**config.mk**
```make
export PLATFORM = sky130hd
export DESIGN_NAME = xb_wb_pipe_flat
export DESIGN_NICKNAME = d
export VERILOG_FILES = /design/src/rtl/xb_wb_pipe_pkg.sv /design/src/rtl/xb_wb_pipe_if.sv /design/src/rtl/xb_wb_pipe_fwd_mux.sv /design/src/rtl/xb_wb_pipe.sv /design/src/flat_wrapper.sv
export SDC_FILE = /design/constraint.sdc
export NUM_CORES = 1
export LEC_CHECK = 0
export ABC_AREA = 1
export CAP_MARGIN = 20
export CORE_MARGIN = 2
export CORE_UTILIZATION = 43
export DETAILED_ROUTE_END_ITERATION = 7
export GPL_TIMING_DRIVEN = 0
export PLACE_DENSITY = 0.86
export SLEW_MARGIN = 25
export SYNTH_ARGS = -nofsm -noshare
export SYNTH_HDL_FRONTEND = slang
export SYNTH_HIERARCHICAL = 1
export SYNTH_SLANG_ARGS = --single-unit
```
**constraint.sdc**
```tcl
create_clock -name clk -period 9.8 [get_ports clk]
set_clock_uncertainty 0.2 [all_clocks]
set_input_delay 0.98 -clock clk [delete_from_list [all_inputs] [get_ports clk]]
set_output_delay 0.98 -clock clk [all_outputs]
set_load 0.01 [all_outputs]
```
**src/rtl/xb_wb_pipe_pkg.sv**
```systemverilog
// xb_pkg: shared definitions for the write-back crossbar.
//   - Source slice indices of the compute units on the packed result bus.
//   - Default widths used by the interface and the top-level parameters.
//   - Population-count helpers. The crossbar uses them to tell a single
//     valid source from a multi-source collision.
package xb_pkg;

  localparam int XB_SRC_ALU = 0;
  localparam int XB_SRC_MUL = 1;
  localparam int XB_SRC_SHF = 2;

  localparam int XB_DATA_WIDTH     = 16;
  localparam int XB_ADDRESS_WIDTH  = 4;
  localparam int XB_SIGNAL_WIDTH   = 3;
  localparam int XB_COLL_CNT_WIDTH = 8;

  // The source vectors are zero-extended to 32 bits, so at most 31 CUs plus DM are supported.
  function automatic logic [5:0] xb_popcount(input logic [31:0] v);
    logic [5:0] cnt;
    cnt = '0;
    for (int i = 0; i < 32; i++) begin
      cnt = cnt + 6'(v[i]);
    end
    return cnt;
  endfunction

  function automatic logic xb_is_onehot(input logic [31:0] v);
    return xb_popcount(v) == 6'd1;
  endfunction

  function automatic logic xb_is_multi(input logic [31:0] v);
    return xb_popcount(v) > 6'd1;
  endfunction

endpackage

```
**src/rtl/xb_wb_pipe_if.sv**
```systemverilog
// xb_wb_pipe_if: all non-clock signals of the write-back crossbar.
//   Pipeline side (driven into the crossbar):
//     ps_xb_cuEn, ps_xb_dmEn   result-valid enables (per CU, data memory)
//     ps_rf_xA, ps_rf_yA       RF read addresses
//     ps_rf_wrtA               destination address of this cycle's result
//     cu_xb_rn, dm_xb_dmD      packed CU results and the DM load data
//     rf_xb_rx, rf_xb_ry       RF read data
//     xb_err_clr               clears the collision flag and counter
//   Crossbar side (driven by the crossbar):
//     xb_cu_rx, xb_cu_ry       forwarded operands (combinational)
//     xb_rf_En, xb_rf_wrtA, xb_rf_d   registered RF write
//     xb_err, xb_err_cnt       sticky collision flag and saturating count
//   The crossbar uses the slave modport. The surrounding pipeline uses the master modport.
interface xb_wb_pipe_if
  import xb_pkg::*;
#(
  parameter int DATA_WIDTH     = XB_DATA_WIDTH,
  parameter int ADDRESS_WIDTH  = XB_ADDRESS_WIDTH,
  parameter int SIGNAL_WIDTH   = XB_SIGNAL_WIDTH,
  parameter int COLL_CNT_WIDTH = XB_COLL_CNT_WIDTH
);

  logic [SIGNAL_WIDTH-1:0]            ps_xb_cuEn;
  logic                               ps_xb_dmEn;
  logic [ADDRESS_WIDTH-1:0]           ps_rf_xA;
  logic [ADDRESS_WIDTH-1:0]           ps_rf_yA;
  logic [ADDRESS_WIDTH-1:0]           ps_rf_wrtA;
  logic [SIGNAL_WIDTH*DATA_WIDTH-1:0] cu_xb_rn;
  logic [DATA_WIDTH-1:0]              dm_xb_dmD;
  logic [DATA_WIDTH-1:0]              rf_xb_rx;
  logic [DATA_WIDTH-1:0]              rf_xb_ry;
  logic                               xb_err_clr;

  logic [DATA_WIDTH-1:0]              xb_cu_rx;
  logic [DATA_WIDTH-1:0]              xb_cu_ry;
  logic                               xb_rf_En;
  logic [ADDRESS_WIDTH-1:0]           xb_rf_wrtA;
  logic [DATA_WIDTH-1:0]              xb_rf_d;
  logic                               xb_err;
  logic [COLL_CNT_WIDTH-1:0]          xb_err_cnt;

  modport master (
    output ps_xb_cuEn, ps_xb_dmEn, ps_rf_xA, ps_rf_yA, ps_rf_wrtA,
           cu_xb_rn, dm_xb_dmD, rf_xb_rx, rf_xb_ry, xb_err_clr,
    input  xb_cu_rx, xb_cu_ry, xb_rf_En, xb_rf_wrtA, xb_rf_d, xb_err, xb_err_cnt
  );

  modport slave (
    input  ps_xb_cuEn, ps_xb_dmEn, ps_rf_xA, ps_rf_yA, ps_rf_wrtA,
           cu_xb_rn, dm_xb_dmD, rf_xb_rx, rf_xb_ry, xb_err_clr,
    output xb_cu_rx, xb_cu_ry, xb_rf_En, xb_rf_wrtA, xb_rf_d, xb_err, xb_err_cnt
  );

endinterface

```
**src/rtl/xb_wb_pipe_fwd_mux.sv**
```systemverilog
// xb_fwd_mux: forwarding select for one CU read port.
//   rd_a                       read address of this port
//   vld_p0, wr_a_p0, data_p0   in-flight write (stage 0)
//   vld_p1, wr_a_p1, data_p1   pending registered write (stage 1)
//   rf_d                       register-file read data
//   fwd_d                      selected operand
// Stage 0 is checked first, so on back-to-back writes to one address the
// newest value wins.
module xb_fwd_mux #(
  parameter int DATA_WIDTH    = 16,
  parameter int ADDRESS_WIDTH = 4
) (
  input  logic [ADDRESS_WIDTH-1:0] rd_a,
  input  logic                     vld_p0,
  input  logic [ADDRESS_WIDTH-1:0] wr_a_p0,
  input  logic [DATA_WIDTH-1:0]    data_p0,
  input  logic                     vld_p1,
  input  logic [ADDRESS_WIDTH-1:0] wr_a_p1,
  input  logic [DATA_WIDTH-1:0]    data_p1,
  input  logic [DATA_WIDTH-1:0]    rf_d,
  output logic [DATA_WIDTH-1:0]    fwd_d
);

  logic hit_p0;
  logic hit_p1;

  assign hit_p0 = vld_p0 && (rd_a == wr_a_p0);
  assign hit_p1 = vld_p1 && (rd_a == wr_a_p1);

  assign fwd_d = hit_p0 ? data_p0 :
                 hit_p1 ? data_p1 : rf_d;

endmodule

```
**src/rtl/xb_wb_pipe.sv**
```systemverilog
// xb_wb_pipe: write-back crossbar with a registered write-back stage.
//   clk    rising-edge clock
//   rst_n  asynchronous active-low reset; clears every registered output
//   bus    xb_wb_pipe_if.slave, which carries the enables, addresses, result data,
//          RF read data, the error clear, the forwarded operands, the registered RF
//          write and the collision status
// Each cycle one result source is picked from {DM, CU[n-1..0]}. The result is
// registered as the RF write and forwarded to both CU read ports from stage 0
// and from stage 1. When more than one source is enabled, nothing is written and
// the collision flag and the saturating counter are updated.
module xb_wb_pipe
  import xb_pkg::*;
#(
  parameter int DATA_WIDTH     = XB_DATA_WIDTH,
  parameter int ADDRESS_WIDTH  = XB_ADDRESS_WIDTH,
  parameter int SIGNAL_WIDTH   = XB_SIGNAL_WIDTH,
  parameter int COLL_CNT_WIDTH = XB_COLL_CNT_WIDTH
) (
  input  logic         clk,
  input  logic         rst_n,
  xb_wb_pipe_if.slave  bus
);

  function automatic logic [COLL_CNT_WIDTH-1:0] sat_inc(input logic [COLL_CNT_WIDTH-1:0] v);
    return (&v) ? v : v + COLL_CNT_WIDTH'(1);
  endfunction

  logic [SIGNAL_WIDTH:0]      src_p0;
  logic                       vld_p0;
  logic                       coll_p0;
  logic [DATA_WIDTH-1:0]      data_p0;

  logic                       vld_p1;
  logic [ADDRESS_WIDTH-1:0]   wr_a_p1;
  logic [DATA_WIDTH-1:0]      data_p1;
  logic                       err_q;
  logic [COLL_CNT_WIDTH-1:0]  err_cnt_q;

  logic [DATA_WIDTH-1:0]      fwd_x;
  logic [DATA_WIDTH-1:0]      fwd_y;

  // ---- stage 0: source select and collision detect ----
  assign src_p0  = {bus.ps_xb_dmEn, bus.ps_xb_cuEn};
  assign vld_p0  = xb_is_onehot(32'(src_p0));
  assign coll_p0 = xb_is_multi(32'(src_p0));

  always_comb begin
    data_p0 = '0;
    if (vld_p0) begin
      if (bus.ps_xb_dmEn) begin
        data_p0 = bus.dm_xb_dmD;
      end else begin
        for (int i = 0; i < SIGNAL_WIDTH; i++) begin
          if (bus.ps_xb_cuEn[i]) begin
            data_p0 = bus.cu_xb_rn[i*DATA_WIDTH +: DATA_WIDTH];
          end
        end
      end
    end
  end

  // ---- stage 1: registered RF write and collision status ----
  always_ff @(posedge clk or negedge rst_n) begin
    if (!rst_n) begin
      vld_p1    <= 1'b0;
      wr_a_p1   <= '0;
      data_p1   <= '0;
      err_q     <= 1'b0;
      err_cnt_q <= '0;
    end else begin
      vld_p1  <= vld_p0;
      wr_a_p1 <= bus.ps_rf_wrtA;
      data_p1 <= data_p0;
      if (coll_p0) begin
        // A collision in the same cycle as a clear counts as the first event after the clear.
        err_q     <= 1'b1;
        err_cnt_q <= bus.xb_err_clr ? COLL_CNT_WIDTH'(1) : sat_inc(err_cnt_q);
      end else if (bus.xb_err_clr) begin
        err_q     <= 1'b0;
        err_cnt_q <= '0;
      end
    end
  end

  assign bus.xb_rf_En   = vld_p1;
  assign bus.xb_rf_wrtA = wr_a_p1;
  assign bus.xb_rf_d    = data_p1;
  assign bus.xb_err     = err_q;
  assign bus.xb_err_cnt = err_cnt_q;

  // ---- forwarding to the CU read ports ----
  xb_fwd_mux #(.DATA_WIDTH(DATA_WIDTH), .ADDRESS_WIDTH(ADDRESS_WIDTH)) u_fwd_x (
    .rd_a    (bus.ps_rf_xA),
    .vld_p0  (vld_p0),
    .wr_a_p0 (bus.ps_rf_wrtA),
    .data_p0 (data_p0),
    .vld_p1  (vld_p1),
    .wr_a_p1 (wr_a_p1),
    .data_p1 (data_p1),
    .rf_d    (bus.rf_xb_rx),
    .fwd_d   (fwd_x)
  );

  xb_fwd_mux #(.DATA_WIDTH(DATA_WIDTH), .ADDRESS_WIDTH(ADDRESS_WIDTH)) u_fwd_y (
    .rd_a    (bus.ps_rf_yA),
    .vld_p0  (vld_p0),
    .wr_a_p0 (bus.ps_rf_wrtA),
    .data_p0 (data_p0),
    .vld_p1  (vld_p1),
    .wr_a_p1 (wr_a_p1),
    .data_p1 (data_p1),
    .rf_d    (bus.rf_xb_ry),
    .fwd_d   (fwd_y)
  );

  assign bus.xb_cu_rx = fwd_x;
  assign bus.xb_cu_ry = fwd_y;

endmodule
```
**src/flat_wrapper.sv**
```systemverilog
// flat-port wrapper written by rule: the top's interface ports become plain ports
module xb_wb_pipe_flat import xb_pkg::*;
#(
  parameter int DATA_WIDTH     = XB_DATA_WIDTH,
  parameter int ADDRESS_WIDTH  = XB_ADDRESS_WIDTH,
  parameter int SIGNAL_WIDTH   = XB_SIGNAL_WIDTH,
  parameter int COLL_CNT_WIDTH = XB_COLL_CNT_WIDTH
)
  (clk, rst_n, bus_ps_xb_cuEn, bus_ps_xb_dmEn, bus_ps_rf_xA, bus_ps_rf_yA, bus_ps_rf_wrtA, bus_cu_xb_rn, bus_dm_xb_dmD, bus_rf_xb_rx, bus_rf_xb_ry, bus_xb_err_clr, bus_xb_cu_rx, bus_xb_cu_ry, bus_xb_rf_En, bus_xb_rf_wrtA, bus_xb_rf_d, bus_xb_err, bus_xb_err_cnt);
  xb_wb_pipe_if #(.DATA_WIDTH(DATA_WIDTH), .ADDRESS_WIDTH(ADDRESS_WIDTH), .SIGNAL_WIDTH(SIGNAL_WIDTH), .COLL_CNT_WIDTH(COLL_CNT_WIDTH)) bus_i ();
  input  logic clk;
  input  logic rst_n;
  input wire logic [$bits(bus_i.ps_xb_cuEn)-1:0] bus_ps_xb_cuEn;
  input wire logic [$bits(bus_i.ps_xb_dmEn)-1:0] bus_ps_xb_dmEn;
  input wire logic [$bits(bus_i.ps_rf_xA)-1:0] bus_ps_rf_xA;
  input wire logic [$bits(bus_i.ps_rf_yA)-1:0] bus_ps_rf_yA;
  input wire logic [$bits(bus_i.ps_rf_wrtA)-1:0] bus_ps_rf_wrtA;
  input wire logic [$bits(bus_i.cu_xb_rn)-1:0] bus_cu_xb_rn;
  input wire logic [$bits(bus_i.dm_xb_dmD)-1:0] bus_dm_xb_dmD;
  input wire logic [$bits(bus_i.rf_xb_rx)-1:0] bus_rf_xb_rx;
  input wire logic [$bits(bus_i.rf_xb_ry)-1:0] bus_rf_xb_ry;
  input wire logic [$bits(bus_i.xb_err_clr)-1:0] bus_xb_err_clr;
  output wire logic [$bits(bus_i.xb_cu_rx)-1:0] bus_xb_cu_rx;
  output wire logic [$bits(bus_i.xb_cu_ry)-1:0] bus_xb_cu_ry;
  output wire logic [$bits(bus_i.xb_rf_En)-1:0] bus_xb_rf_En;
  output wire logic [$bits(bus_i.xb_rf_wrtA)-1:0] bus_xb_rf_wrtA;
  output wire logic [$bits(bus_i.xb_rf_d)-1:0] bus_xb_rf_d;
  output wire logic [$bits(bus_i.xb_err)-1:0] bus_xb_err;
  output wire logic [$bits(bus_i.xb_err_cnt)-1:0] bus_xb_err_cnt;
  assign bus_i.ps_xb_cuEn = bus_ps_xb_cuEn;
  assign bus_i.ps_xb_dmEn = bus_ps_xb_dmEn;
  assign bus_i.ps_rf_xA = bus_ps_rf_xA;
  assign bus_i.ps_rf_yA = bus_ps_rf_yA;
  assign bus_i.ps_rf_wrtA = bus_ps_rf_wrtA;
  assign bus_i.cu_xb_rn = bus_cu_xb_rn;
  assign bus_i.dm_xb_dmD = bus_dm_xb_dmD;
  assign bus_i.rf_xb_rx = bus_rf_xb_rx;
  assign bus_i.rf_xb_ry = bus_rf_xb_ry;
  assign bus_i.xb_err_clr = bus_xb_err_clr;
  assign bus_xb_cu_rx = bus_i.xb_cu_rx;
  assign bus_xb_cu_ry = bus_i.xb_cu_ry;
  assign bus_xb_rf_En = bus_i.xb_rf_En;
  assign bus_xb_rf_wrtA = bus_i.xb_rf_wrtA;
  assign bus_xb_rf_d = bus_i.xb_rf_d;
  assign bus_xb_err = bus_i.xb_err;
  assign bus_xb_err_cnt = bus_i.xb_err_cnt;
  xb_wb_pipe #(.DATA_WIDTH(DATA_WIDTH), .ADDRESS_WIDTH(ADDRESS_WIDTH), .SIGNAL_WIDTH(SIGNAL_WIDTH), .COLL_CNT_WIDTH(COLL_CNT_WIDTH)) u_core (.clk(clk), .rst_n(rst_n), .bus(bus_i));
endmodule
```
## Word level (Yosys, flattened, before mapping)

Index checks and enable logic that the tools add are counted.

| operators by class | value |
|---|---|
| equality and inequality tests | 6 |
| $lt $le $gt $ge | 1 |
| bitwise operators | 0 |
| multiply operators | 0 |
| reductions and logical operators | 7 |
| muxes and demuxes | 15 |
| shift-type cells | 0 |
| add/subtract/negate cells | 4 |
| div/mod/pow operators | 0 |

Operators by type and width:

| operator | count |
|---|---|
| two-way mux 16 bit | 9 |
| two-way mux 8 bit | 4 |
| == test 4 bit | 4 |
| adder 6 x 1 -> 6 bit | 2 |
| adder 8 x 1 -> 8 bit (second input constant) | 1 |
| AND reduction 8 bit | 1 |
| == test 6 x 1 -> 1 bit (second input constant) | 1 |
| greater-than comparator 6 x 1 -> 1 bit (second input constant) | 1 |
| logical AND 1 bit | 4 |
| adder 1 x 1 -> 2 bit | 1 |
| two-way mux 1 bit | 2 |
| inequality test 2 bit (second input constant) | 1 |
| AND reduction 2 bit | 1 |
| nonzero test 2 bit | 1 |

| word-level totals | value |
|---|---|
| memory bits (writable) | 0 |
| bits in read-only memories | 0 |
| latch bits | 0 |
| register bits | 30 |
| output and inout port bits | 62 |
| memories | 0 |
| input port bits | 115 |
| word-level logic and storage cells | 38 |

## Longest topological paths before layout

Gate-level depths: netlist of the first run.

| logic depth | value |
|---|---|
| word-level depth | 6 |
| gate-level depth with buffers | 16 |
| mapped depth without buffers | 13 |

## Modules after synthesis

Netlist of the first run, hierarchy kept.

Modules (own cells, without submodules):

| module | instances | seq. area each (sq um) | area an instance (sq um) | cells each |
|---|---|---|---|---|
| xb_wb_pipe | 1 | 750.7 | 1706.6 | 215 |
| xb_fwd_mux | 2 | 0.0 | 767.0 | 154 |

## Worst setup path before layout of the first run

No wires, ideal clock.

| path | value |
|---|---|
| path kind | in2out |
| start | input bus_ps_xb_cuEn[0] |
| end | output bus_xb_cu_rx[10] |
| required time | 8620 ps |
| arrival time | 3623 ps |
| stages on the path | 16 |
| path slack | 4997 ps |
| path buffers | 4 |
| path through | buf_2 -> buf_2 -> inv_1 -> fa_1 -> inv_1 -> ha_1 -> inv_1 -> ha_1 -> nor3b_2 -> buf_4 -> o21ai_1 -> nor2_4 -> nand3_2 -> buf_4 -> nand3_1 -> nand2_1 |

| on the way | value |
|---|---|
| cells in the longest elaborated chain, start to end | 6 |
| elaborated cells between the ends (all ways) | 11 |
| those cells by class | add/sub (3); eq/ne (1); mux (6); reduce/logical (1) |

RTL lines:

| what | line | text |
|---|---|---|
| start, declared | flat_wrapper.sv:13 | `input wire logic [$bits(bus_i.ps_xb_cuEn)-1:0] bus_ps_xb_cuEn;` |
| adder 1 x 1 -> 2 bit (*) | xb_wb_pipe_pkg.sv:22 | `cnt = cnt + 6'(v[i]);` |
| adder 6 x 1 -> 6 bit (*) (2 in a row) | xb_wb_pipe_pkg.sv:22 |  |
| == test 6 x 1 -> 1 bit (*) | xb_wb_pipe_pkg.sv:28 | `return xb_popcount(v) == 6'd1;` |
| net u_core.vld_p0 | xb_wb_pipe.sv:29 | `logic vld_p0;` |
| two-way mux 16 bit or logical AND 1 bit (tied branches) | xb_wb_pipe.sv:49, xb_wb_pipe_fwd_mux.sv:27 |  |
| two-way mux 16 bit (*) | xb_wb_pipe_fwd_mux.sv:30 | `assign fwd_d = hit_p0 ? data_p0 :` |
| end, declared | flat_wrapper.sv:23 | `output wire logic [$bits(bus_i.xb_cu_rx)-1:0] bus_xb_cu_rx;` |

Mark *: on every way through the listed nets, which the timed path passes. The rest lies on a longest branch.

## Final worst setup path of the first run

| path | value |
|---|---|
| start | input bus_ps_xb_cuEn[2] |
| end | output bus_xb_cu_rx[8] |

| on the way | value |
|---|---|
| cells in the longest elaborated chain, start to end | 5 |
| elaborated cells between the ends (all ways) | 8 |
| those cells by class | add/sub (2); eq/ne (1); mux (4); reduce/logical (1) |

RTL lines:

| what | line |
|---|---|
| adder 6 x 1 -> 6 bit (*) (2 in a row) | xb_wb_pipe_pkg.sv:22 |
| == test 6 x 1 -> 1 bit (*) | xb_wb_pipe_pkg.sv:28 |
| net u_core.vld_p0 | xb_wb_pipe.sv:29 |
| two-way mux 16 bit or logical AND 1 bit (tied branches) | xb_wb_pipe.sv:49, xb_wb_pipe_fwd_mux.sv:27 |
| two-way mux 16 bit (*) | xb_wb_pipe_fwd_mux.sv:30 |

Marks and branches as above.

==> impl_metrics.tcl, run 1 <==
set metrics [dict create \
    postCtsSetupRepairBufs 0 \
    min-delay-start "u_core/bus.xb_err" \
    critical_path.cell_chain "buf_2, inv_1, buf_2, fa_1, inv_1, ha_1, inv_1, ha_1, nor3b_2, buf_4, o21ai_1, nor2_4, nand3_2, buf_4, nand3_1, nand2_1, clkdlybuf4s50_1" \
    path_class "input port to output port" \
    postLayoutCellArea_mm2 0.00522 \
    hold_class "flop to flop" \
    multi_input_area_mm2 0.00194 \
    first_global_vias 4116 \
    switchingPower_uw 186 \
    start_util_pct 44.4 \
    synth_edf_count 0 \
    synth_top_family_by_area "simple AND/OR/NAND/NOR gates" \
    synthesis.instances 523 \
    clkSlewWorstSetupHoldPaths_ns 0.07 \
    synthMostInstantiatedCell "nand2_1" \
    antenna_cells_inserted 0 \
    dpl.hpwl_mm 10.1 \
    critPathBufInv 8 \
    top_post_synthesis_cells_by_count "119 x nand2_1, 99 x inv_1, 66 x nand4_1" \
    die_x_um 90.8 \
    cap_violations 0 \
    synth_area_per_cell_um2 6.20 \
    cp_top_family "buffers and inverters" \
    vdd.ir_drop.worst_mv 0.0587 \
    rsz0062_at_grt "no" \
    final-hold-violation-count 0 \
    netlist.area_leader.share_pct 23.2 \
    chipHeight_um 90.8 \
    totalNegativeSetupSlack_ns 0 \
    tritoncts_num_sinks 30 \
    share_seq_of_total_power_pct 29.1 \
    worstSetupStartpointType "input port" \
    p_int_uw 323 \
    layout.filler_cells 642 \
    synth-seq-area-share_pct 23.2 \
    result_of_the_run "finished clean" \
    fin_cells 804 \
    timing.final.crit_share_pct 59.5 \
    antenna_left 0 \
    finalWorstSetupSlack_ns 3.97 \
    endpoint_kind "output port" \
    worst_slew_pin_slew_ns 0.423 \
    worst_path_max_fanout 12 \
    synth_largest_area_cell "dfrtp_1" \
    layout-drive-gt1-share_pct 8.94 \
    clockRootBuffer "clkbuf_8" \
    ioPinCount 177 \
    final-setup-viol-count 0 \
    core_area_mm2 0.00729 \
    cts.repair.resized 0 \
    ys_warn_count 6 \
    number_of_buffers_added_by_the_clock_tree_synthesis_step 5 \
    critical-path-slowest-cell "clkdlybuf4s50_1" \
    fin_crit_ns 5.83 \
    synth.area.mux_share_pct 0 \
    synth_adder_area_share_pct 2.16 \
    drt-wirelength-per-cell_um 15.3 \
    buffer_ports.inserted 173 \
    die_area_mm2 0.00825 \
    avgViaCountPerCell 5.36 \
    residual_overflow_from_global_routing 0 \
    yosys.cell_types.count 30 \
    synth_ff_type "dfrtp_1" \
    timing.max_slew.rel_slack_pct 71.7 \
    insertion_delay_ns 0.29 \
    place_inst 796 \
    register_to_register_setup_slack_ns 8.16 \
    final_max_slew_viol_count 0 \
    cell_area_reported_after_detailed_placement_mm2 0.00511 \
    timing.hold.worst_endpoint "u_core/bus.xb_err" \
    drt_pre_antenna_iters 5 \
    regArea_um2 751 \
    synth_xor_area_share_pct 0.541 \
    drc_errors_left 0 \
    grt_util_all_layers_pct 29.2 \
    pwr-share-comb_pct 46.6 \
    detailroute.via_count 4313 \
    syn-num-nets 643 \
    worstHoldPathCells 2 \
    clockPowerShare_pct 24.4 \
    synth_compound_gate_area_share_pct 13.0 \
    rows 31 \
    cp.arrival_ns 4.65 \
    post_cts_hold_buffer_count 0 \
    max_clock_freq_ghz 0.172 \
    preCtsSetupSlack_ns 4.05 \
    yosys-top-cells-area "dfrtp_1 23%, nand2_1 14%, nand4_1 13%" \
    syn-cell-area_mm2 0.00324 \
    cellPowerDensity_mw_per_mm2 97.6 \
    r2r-end "u_core/bus.xb_err_cnt[7]" \
    areaGrowthSynthToFinish_pct 61.1 \
    timing.rr.start "u_core/bus.xb_err_cnt[1]" \
    initialDrtViolationCount 264 \
    drt_wl_total_mm 12.3 \
    ys_seq_elements 30 \
    async_flop_share_pct 100 \
    finalWeightedCongestion 0.915 \
    reg2reg_depth 9 \
    cts_tree "built" \
    crit_required_ns 8.62 \
    grt_start_max_net_pins 27 \
    switching_share_pct 36.5 \
    cpPeakStageDelay_ns 0.48 \
    leakage_nw 2.45 \
    cts_htree_levels 2 \
    grt_antenna_before_repair 0 \
    cts_buffer_depth 2 \
    synth_simple_gate_area_share_pct 44.2 \
    total_power_uw 510 \
    grt_first_pass_wirelength_mm 19.8 \
    design.final.nets 824 \
    critPathMostFrequentCell "inv_1" \
    worstSetupPathDepth 17 \
]
## cells in the final DEF, fill, tap and decap left out, drive strengths merged
master,instances
o211ai,1
nand3,61
a21oi,35
clkdlybuf4s50,172
nor2,22
clkbuf,11
nand2,124
nor3b,1
nand4,66
o21ai,43
nor3,1
fa,1
dfrtp,30
xor2,2
o21bai,1
inv,103
buf,27
ha,4
## metal layers
metal  vias to the layer above  share of wire, %  global-route usage, %
met1                      1997                40                   34.6
li1                       2089                 -                      -
met3                        25               7.0                   4.17
met4                         0               2.3                   9.47
met5                         -                 0                      0
met2                       202                51                   53.8
## per-stage QoR
stage	hold slack (ns)	utilization, %
after floorplan	0.309	-
after global placement	0.259	69.9
after detailed placement	0.274	70.1
after CTS	0.293	71.6
after global routing	0.306	71.6
final	0.291	71.6
## kinds of logic (layout without fill, tap and decap cells)
logic type | count (synthesis) | in the layout
simple gates | 275 | 275
buf+inv | 131 | 313
compound gates | 80 | 80
flops | 30 | 30
fa+ha+maj | 5 | 5
xor+xnor | 2 | 2
## sequential cells by signal (all words and copies together) (netlist names)
register and count:
u_core/bus.xb_rf_En 1, u_core/bus.xb_rf_d 16, u_core/bus.xb_rf_wrtA 4, u_core/bus.xb_err 1, u_core/bus.xb_err_cnt 8
## tightest hold or removal path, delay by kind of cell, from the launching register on
kind / cells / cell delay, ns
flops: 1 / 0.35
simple gates: 2 / 0.10
## power by group through the flow
stage	registers, mW	clock network (mW)	logic [mW]
2_1_floorplan	0.154	0	0.103
3_3_place_gp	0.150	0	0.228
3_5_place_dp	0.150	0	0.234
4_1_cts	0.148	0.125	0.235
5_1_grt	0.150	0.131	0.257
6_report	0.148	0.124	0.237
## worst max path at each step
stage | from | slack, ns | endpoint
2_1_floorplan | bus_ps_xb_cuEn[0] | 5.00 | bus_xb_cu_rx[10]
3_3_place_gp | bus_ps_xb_cuEn[0] | 4.15 | bus_xb_cu_rx[8]
3_5_place_dp | bus_ps_xb_cuEn[2] | 4.05 | bus_xb_cu_rx[8]
4_1_cts | bus_ps_xb_cuEn[2] | 4.02 | bus_xb_cu_rx[8]
5_1_grt | bus_ps_xb_cuEn[2] | 3.66 | bus_xb_cu_ry[14]
6_report | bus_ps_xb_cuEn[2] | 3.97 | bus_xb_cu_rx[8]
## cell type report
type,count,area share (%)
buffer,28,3.04
tap,99,2.37
timing repair buffer,174,33.5
sequential,30,14.4
clock buffer,8,2.11
multi-input combinational,362,37.2
inverter,103,7.45
Power figures use the tool's default switching activity.
==> run 2, diff against run 1 <==
--- a/config.mk
+++ b/config.mk
@@ -8,10 +8,10 @@
 export ABC_AREA = 1
 export CAP_MARGIN = 20
 export CORE_MARGIN = 2
-export CORE_UTILIZATION = 43
+export CORE_UTILIZATION = 36
 export DETAILED_ROUTE_END_ITERATION = 7
 export GPL_TIMING_DRIVEN = 0
-export PLACE_DENSITY = 0.86
+export PLACE_DENSITY = 0.76
 export SLEW_MARGIN = 25
 export SYNTH_ARGS = -nofsm -noshare
 export SYNTH_HDL_FRONTEND = slang
==> constraint.sdc (replaced) <==
create_clock -name clk -period 5 [get_ports clk]
set_clock_uncertainty 0.2 [all_clocks]
set_input_delay 0.5 -clock clk [delete_from_list [all_inputs] [get_ports clk]]
set_output_delay 0.5 -clock clk [all_outputs]
set_load 0.01 [all_outputs]
==> run 2 against run 1 <==
Non-clock buffer count up 1. Hold slack worse by 0.0066 ns. Die area up 19%. Via count down 5.4%. Setup slack worse by 3.7 ns. First-iteration DRC count fell by 11%. Register-to-register slack got worse by 4.8 ns. Final cell count rose by 1.2%. Power rose by 97%. Critical path depth did not move. Wire length fell by 5.0%. Critical path type unchanged. Largest cell class unchanged. Largest power group unchanged.
==> impl_metrics.tcl, run 2 (synthesized netlist as in run 1, its figures left out) <==
set metrics [dict create \
    preCtsSetupSlack_ns 0.236 \
    antenna_cells_inserted 0 \
    worst_path_max_fanout 12 \
    chipHeight_um 98.9 \
    avgViaCountPerCell 5.01 \
    cellPowerDensity_mw_per_mm2 191 \
    grt_antenna_before_repair 0 \
    insertion_delay_ns 0.28 \
    worst_case_hold_slack_ns 0.284 \
    switchingPower_uw 361 \
    rows 34 \
    design.final.nets 825 \
    p_int_uw 645 \
    grt_util_all_layers_pct 22.9 \
    final-hold-violation-count 0 \
    cap_violations 0 \
    clockRootBuffer "clkbuf_8" \
    finalWorstSetupSlack_ns 0.278 \
    grt_first_pass_wirelength_mm 18.4 \
    drt_wl_total_mm 11.7 \
    crit_required_ns 4.30 \
    die_area_mm2 0.00978 \
    residual_overflow_from_global_routing 0 \
    totalNegativeSetupSlack_ns 0 \
    start_util_pct 37.2 \
    hold_class "flop to flop" \
    fin_crit_ns 4.72 \
    core_area_mm2 0.00872 \
    worst_slew_pin_slew_ns 0.473 \
    drc_errors_left 0 \
    grt_start_max_net_pins 17 \
    endpoint_kind "output port" \
    clockPowerShare_pct 24.5 \
    timing.final.crit_share_pct 94.4 \
    drt-wirelength-per-cell_um 14.4 \
    tritoncts_num_sinks 30 \
    largest_reg_flops 16 \
    cts_buffer_depth 2 \
    detailroute.via_count 4082 \
    finalWeightedCongestion 0.897 \
    leakage_nw 2.46 \
    final_max_slew_viol_count 0 \
    pwr-share-comb_pct 46.4 \
    cp.arrival_ns 4.02 \
    first_global_vias 3903 \
    dpl.hpwl_mm 10.0 \
    switching_share_pct 35.9 \
    max_clock_freq_ghz 0.212 \
    path_class "input port to output port" \
    number_of_buffers_added_by_the_clock_tree_synthesis_step 5 \
    timing.max_slew.rel_slack_pct 68.5 \
    most_common_cell_after_layout_fill_and_taps_aside "clkdlybuf4s50_1" \
    worstSetupStartpointType "input port" \
    vdd.ir_drop.worst_mv 0.122 \
    rsz0062_at_grt "no" \
    die_x_um 98.9 \
    share_seq_of_total_power_pct 29.0 \
    initialDrtViolationCount 235 \
    layout-drive-gt1-share_pct 8.92 \
    areaGrowthSynthToFinish_pct 62.2 \
    reg2reg_depth 9 \
    ioPinCount 177 \
    postLayoutCellArea_mm2 0.00526 \
    buffer_ports.inserted 173 \
    clkSlewWorstSetupHoldPaths_ns 0.07 \
    layout.cells.most_common_list "172 x clkdlybuf4s50_1, 119 x nand2_1, 99 x inv_1, 66 x nand4_1, 56 x nand3_1" \
    cell_area_reported_after_detailed_placement_mm2 0.00513 \
    cts_tree "built" \
    drt_pre_antenna_iters 6 \
    final-setup-viol-count 0 \
    worstHoldPathCells 2 \
    cts_htree_levels 2 \
    total_power_mw 1.01 \
    antenna_left 0 \
    result_of_the_run "finished clean" \
]
[run 2: final cells by class]
type | instances | area (µm²)
Tap cell | 108 | 135
Multi-Input combinational cell | 362 | 1950
Clock inverter | 3 | 40.0
Clock buffer | 5 | 68.8
Sequential cell | 30 | 751
Inverter | 103 | 389
Buffer | 28 | 159
Timing Repair Buffer | 175 | 1760
Fill cell | 831 | 3470
[run 2: stage by stage]
step | utilization [%] | cells
3_5_place_dp | 58.8 | 805
5_1_grt | 60.3 | 814
2_1_floorplan | - | 523
4_1_cts | 60.2 | 814
6_report | 60.3 | 814
3_3_place_gp | 58.6 | 804
[run 2: power groups by stage]
stage / logic (mW) / clock network [mW] / registers (mW)
after global placement: 0.452 / 0 / 0.297
after CTS: 0.465 / 0.251 / 0.292
final: 0.467 / 0.247 / 0.292
after detailed placement: 0.462 / 0 / 0.296
after floorplan: 0.203 / 0 / 0.301
after global routing: 0.508 / 0.261 / 0.296
[run 2: path summary, 6_finish.rpt]
path | slack, ns | endpoint | from
setup / recovery | 0.28 | bus_xb_cu_ry[5] | bus_ps_xb_cuEn[2]
hold / removal | 0.28 | u_core/bus.xb_err | u_core/bus.xb_err
setup reg to reg | 3.34 | u_core/bus.xb_err_cnt[7] | u_core/bus.xb_err_cnt[1]
hold reg to reg | 0.28 | u_core/bus.xb_err | u_core/bus.xb_err
max in group asynchronous | 3.69 | u_core/bus.xb_rf_wrtA[0] | rst_n
min in group asynchronous | 0.47 | u_core/bus.xb_err_cnt[7] | rst_n
[run 2: per-layer routing]
layer	GRT usage [%]	share of wire, %	vias to the layer above
met5	0	0	-
met4	5.80	1.2	0
met3	3.48	7.3	11
met2	41.6	50	164
met1	28.1	42	1811
li1	-	-	2096
[run 2: critical path, stage by stage]
cell             delay (ns)
buf_2                  0.14
inv_1                  0.16
buf_2                  0.25
fa_1                   0.45
inv_1                  0.07
ha_1                   0.16
inv_1                  0.05
ha_1                   0.30
nor3b_4                0.30
buf_4                  0.25
o21ai_1                0.12
nor2_4                 0.21
nand3_2                0.18
buf_4                  0.22
nand3_1                0.09
nand2_1                0.08
clkdlybuf4s50_1        0.48
[run 2: repair_timing]
| item | CTS | global route |
|---|---|---|
| setup endpoints to repair | 0 | 1 |
| buffers inserted | 0 | 0 |
| hold buffers | 1 | 0 |
| endpoints found under the hold margin | 14 | 0 |
| gates resized for setup | 0 | 1 |
==> run 3, diff against run 2 <==
--- a/config.mk
+++ b/config.mk
@@ -5,13 +5,12 @@
 export SDC_FILE = /design/constraint.sdc
 export NUM_CORES = 1
 export LEC_CHECK = 0
-export ABC_AREA = 1
 export CAP_MARGIN = 20
 export CORE_MARGIN = 2
 export CORE_UTILIZATION = 36
 export DETAILED_ROUTE_END_ITERATION = 7
 export GPL_TIMING_DRIVEN = 0
-export PLACE_DENSITY = 0.76
+export PLACE_DENSITY = 0.77
 export SLEW_MARGIN = 25
 export SYNTH_ARGS = -nofsm -noshare
 export SYNTH_HDL_FRONTEND = slang
==> run 3 against run 2 <==
Global-route usage increased by 1.2 points. Critical path depth increased by 1. Maximum frequency increased by 0.35%. Power decreased by 6.8%. Sequential share of layout area increased by 0.46 points. Synthesized area decreased by 2.6%. Final area decreased by 3.1%. Flip-flop and latch count unchanged. Clock-buffer cell count increased by 2.
==> impl_metrics.tcl, run 3 <==
set metrics [dict create \
    design.final.nets 684 \
    yosys-top-cells-area "dfrtp_1 24%, o31ai_2 7.9%, a31oi_1 6.7%" \
    most_common_cell_after_layout_fill_and_taps_aside "clkdlybuf4s50_1" \
    synth_ff_type "dfrtp_1" \
    worst_case_hold_slack_ns 0.0437 \
    reg2reg_depth 4 \
    largest_reg_flops 16 \
    insertion_delay_ns 0.28 \
    timing.rr.start "u_core/bus.xb_err_cnt[0]" \
    drt-wirelength-per-cell_um 17.8 \
    r2r-end "u_core/bus.xb_err_cnt[6]" \
    totalNegativeSetupSlack_ns 0 \
    fin_cells 673 \
    timing.final.crit_share_pct 94.1 \
    layout-drive-gt1-share_pct 13.1 \
    buffer_ports.inserted 174 \
    clkSlewWorstSetupHoldPaths_ns 0.07 \
    dpl.hpwl_mm 9.98 \
    avgViaCountPerCell 5.74 \
    rows 34 \
    critical_path.cell_chain "buf_2, buf_2, inv_1, fa_1, inv_1, ha_1, inv_1, ha_1, or3b_2, buf_2, buf_6, inv_1, nand2_2, or2_1, buf_6, buf_6, a31oi_1, dlygate4sd2_1" \
    cts_htree_levels 2 \
    start_util_pct 36.7 \
    rsz0062_at_grt "no" \
    path_class "input port to output port" \
    cp.arrival_ns 4.01 \
    final-hold-violation-count 0 \
    cap_violations 0 \
    async_flop_share_pct 100 \
    final_max_slew_viol_count 0 \
    residual_overflow_from_global_routing 0 \
    synth-seq-area-share_pct 23.8 \
    worst_slew_pin_slew_ns 0.661 \
    hold_class "input port to async pin" \
    timing.max_slew.rel_slack_pct 55.9 \
    tritoncts_num_sinks 30 \
    top_post_synthesis_cells_by_count "35 x nor3_1, 34 x a31oi_1, 33 x a21oi_1" \
    critPathMostFrequentCell "inv_1" \
    cp_top_family "buffers and inverters" \
    detailroute.via_count 3863 \
    synth_edf_count 0 \
    synth_largest_area_cell "dfrtp_1" \
    synthMostInstantiatedCell "nor3_1" \
    drt_wl_total_mm 12.0 \
    synth_area_per_cell_um2 8.22 \
    fin_crit_ns 4.71 \
    result_of_the_run "finished clean" \
    preCtsSetupSlack_ns -0.370 \
    finalWorstSetupSlack_ns 0.294 \
    synth.area.mux_share_pct 1.03 \
    drt_pre_antenna_iters 5 \
    layout.cells.most_common_list "140 x clkdlybuf4s50_1, 35 x nor3_1, 34 x a31oi_1, 33 x a21oi_1, 32 x nand4_1" \
    chipHeight_um 97.6 \
    synth_xor_area_share_pct 3.81 \
    register_to_register_setup_slack_ns 3.25 \
    ys_warn_count 6 \
    max_clock_freq_ghz 0.213 \
    antenna_left 0 \
    ioPinCount 177 \
    die_area_mm2 0.00953 \
    ys_seq_elements 30 \
    synth_adder_area_share_pct 2.22 \
    crit_required_ns 4.30 \
    clockRootBuffer "clkbuf_8" \
    synth_compound_gate_area_share_pct 31.8 \
    synth_top_family_by_area "compound AO/OA/AOI/OAI gates" \
    place_inst 666 \
    syn-num-nets 504 \
    cellPowerDensity_mw_per_mm2 184 \
    cpPeakStageDelay_ns 0.53 \
    initialDrtViolationCount 174 \
    number_of_buffers_added_by_the_clock_tree_synthesis_step 5 \
    synth_simple_gate_area_share_pct 26.5 \
    grt_util_all_layers_pct 24.1 \
    grt_first_pass_wirelength_mm 18.8 \
    worst_path_max_fanout 10 \
    cts_buffer_depth 2 \
    drc_errors_left 0 \
    netlist.area_leader.share_pct 23.8 \
    critical-path-slowest-cell "fa_1" \
    die_x_um 97.6 \
    antenna_cells_inserted 0 \
    yosys.cell_types.count 41 \
    grt_antenna_before_repair 0 \
    cts_tree "built" \
    critPathBufInv 11 \
    synthesis.instances 384 \
    finalWeightedCongestion 0.866 \
    areaGrowthSynthToFinish_pct 61.3 \
    post_cts_hold_buffer_count 0 \
    leakage_nw 1.94 \
    core_area_mm2 0.00859 \
    vdd.ir_drop.worst_mv 0.111 \
    endpoint_kind "output port" \
    final-setup-viol-count 0 \
    grt_start_max_net_pins 31 \
    syn-cell-area_mm2 0.00316 \
    first_global_vias 3751 \
    worstSetupStartpointType "input port" \
]
==> run 3: cell types whose count changed in the layout (fill, tap and decap cells not counted), sizes merged, moves of 20 or more <==
| cell | before | now |
|---|---|---|
| a31oi | 0 | 34 |
| clkdlybuf4s50 | 172 | 140 |
| nand4 | 66 | 32 |
| nand3 | 61 | 3 |
| o21ai | 43 | 2 |
| o31ai | 0 | 32 |
| inv | 103 | 29 |
| dlygate4sd2 | 0 | 31 |
| nor3 | 1 | 37 |
| nor2 | 22 | 2 |
| nand2 | 124 | 20 |
==> run 3: layer usage <==
layer	GRT usage (%)	part of all wire [%]
met1	29.3	39
met2	42.2	49
met3	6.04	10
met4	6.52	1.8
met5	0	0
==> run 3: repair_timing <==
action | 4_1_cts | 5_1_grt
setup buffers | 0 | 0
gates resized for setup | 35 | 3
setup endpoints to repair | 32 | 32
gates cloned | 0 | 0
hold endpoints to repair | 0 | 0
==> run 3: worst register-to-register path: cells and delay by family (launching register included) <==
kind / cells / cell delay [ns]
adders and majority gates: 1 / 0.34
and+or+nand+nor: 2 / 0.31
DFF: 1 / 0.43
muxes: 1 / 0.36
==> run 3: power by group <==
group	internal (mW)	switching [mW]
Sequential	0.264	0.0288
Combinational	0.219	0.224
Clock	0.111	0.0909
==> run 3: cell families after synthesis <==
| family | Yosys count |
|---|---|
| simple gates | 139 |
| compound gates | 128 |
| buf+inv | 67 |
| flops | 30 |
| xor+xnor | 12 |
| fa+ha+maj | 5 |
| mux | 3 |
==> run 3: layout make-up <==
type | instances | area, µm²
fill | 791 | 3500
multi-input combinational | 287 | 2070
timing repair buffer | 174 | 1700
sequential | 30 | 751
inverter | 29 | 109
buffer | 37 | 236
tap | 108 | 135
clock buffer | 7 | 86.3
clock inverter | 1 | 5.00
==> run 3: worst max-delay path by stage <==
stage / depth (start not counted) / endpoint / slack (ns) / from
final: 18 / bus_xb_cu_ry[13] / 0.29 / bus_ps_xb_cuEn[0]
after detailed placement: 18 / bus_xb_cu_ry[12] / -0.37 / bus_ps_xb_cuEn[1]
after global routing: 18 / bus_xb_cu_ry[13] / 0.06 / bus_ps_xb_cuEn[0]
after CTS: 18 / bus_xb_cu_ry[12] / 0.006 / bus_ps_xb_cuEn[1]
after global placement: 18 / bus_xb_cu_ry[5] / -0.35 / bus_ps_xb_cuEn[1]
after floorplan: 17 / bus_xb_cu_rx[10] / 0.77 / bus_ps_xb_cuEn[2]
==> run 3: stage by stage <==
step / instance area, µm² / power [mW] / utilization (%)
2_1_floorplan: 3160 / 0.503 / -
3_3_place_gp: 5030 / 0.746 / 58.6
3_5_place_dp: 5030 / 0.751 / 58.5
4_1_cts: 5090 / 0.939 / 59.2
5_1_grt: 5090 / 0.987 / 59.2
6_report: 5090 / 0.938 / 59.2
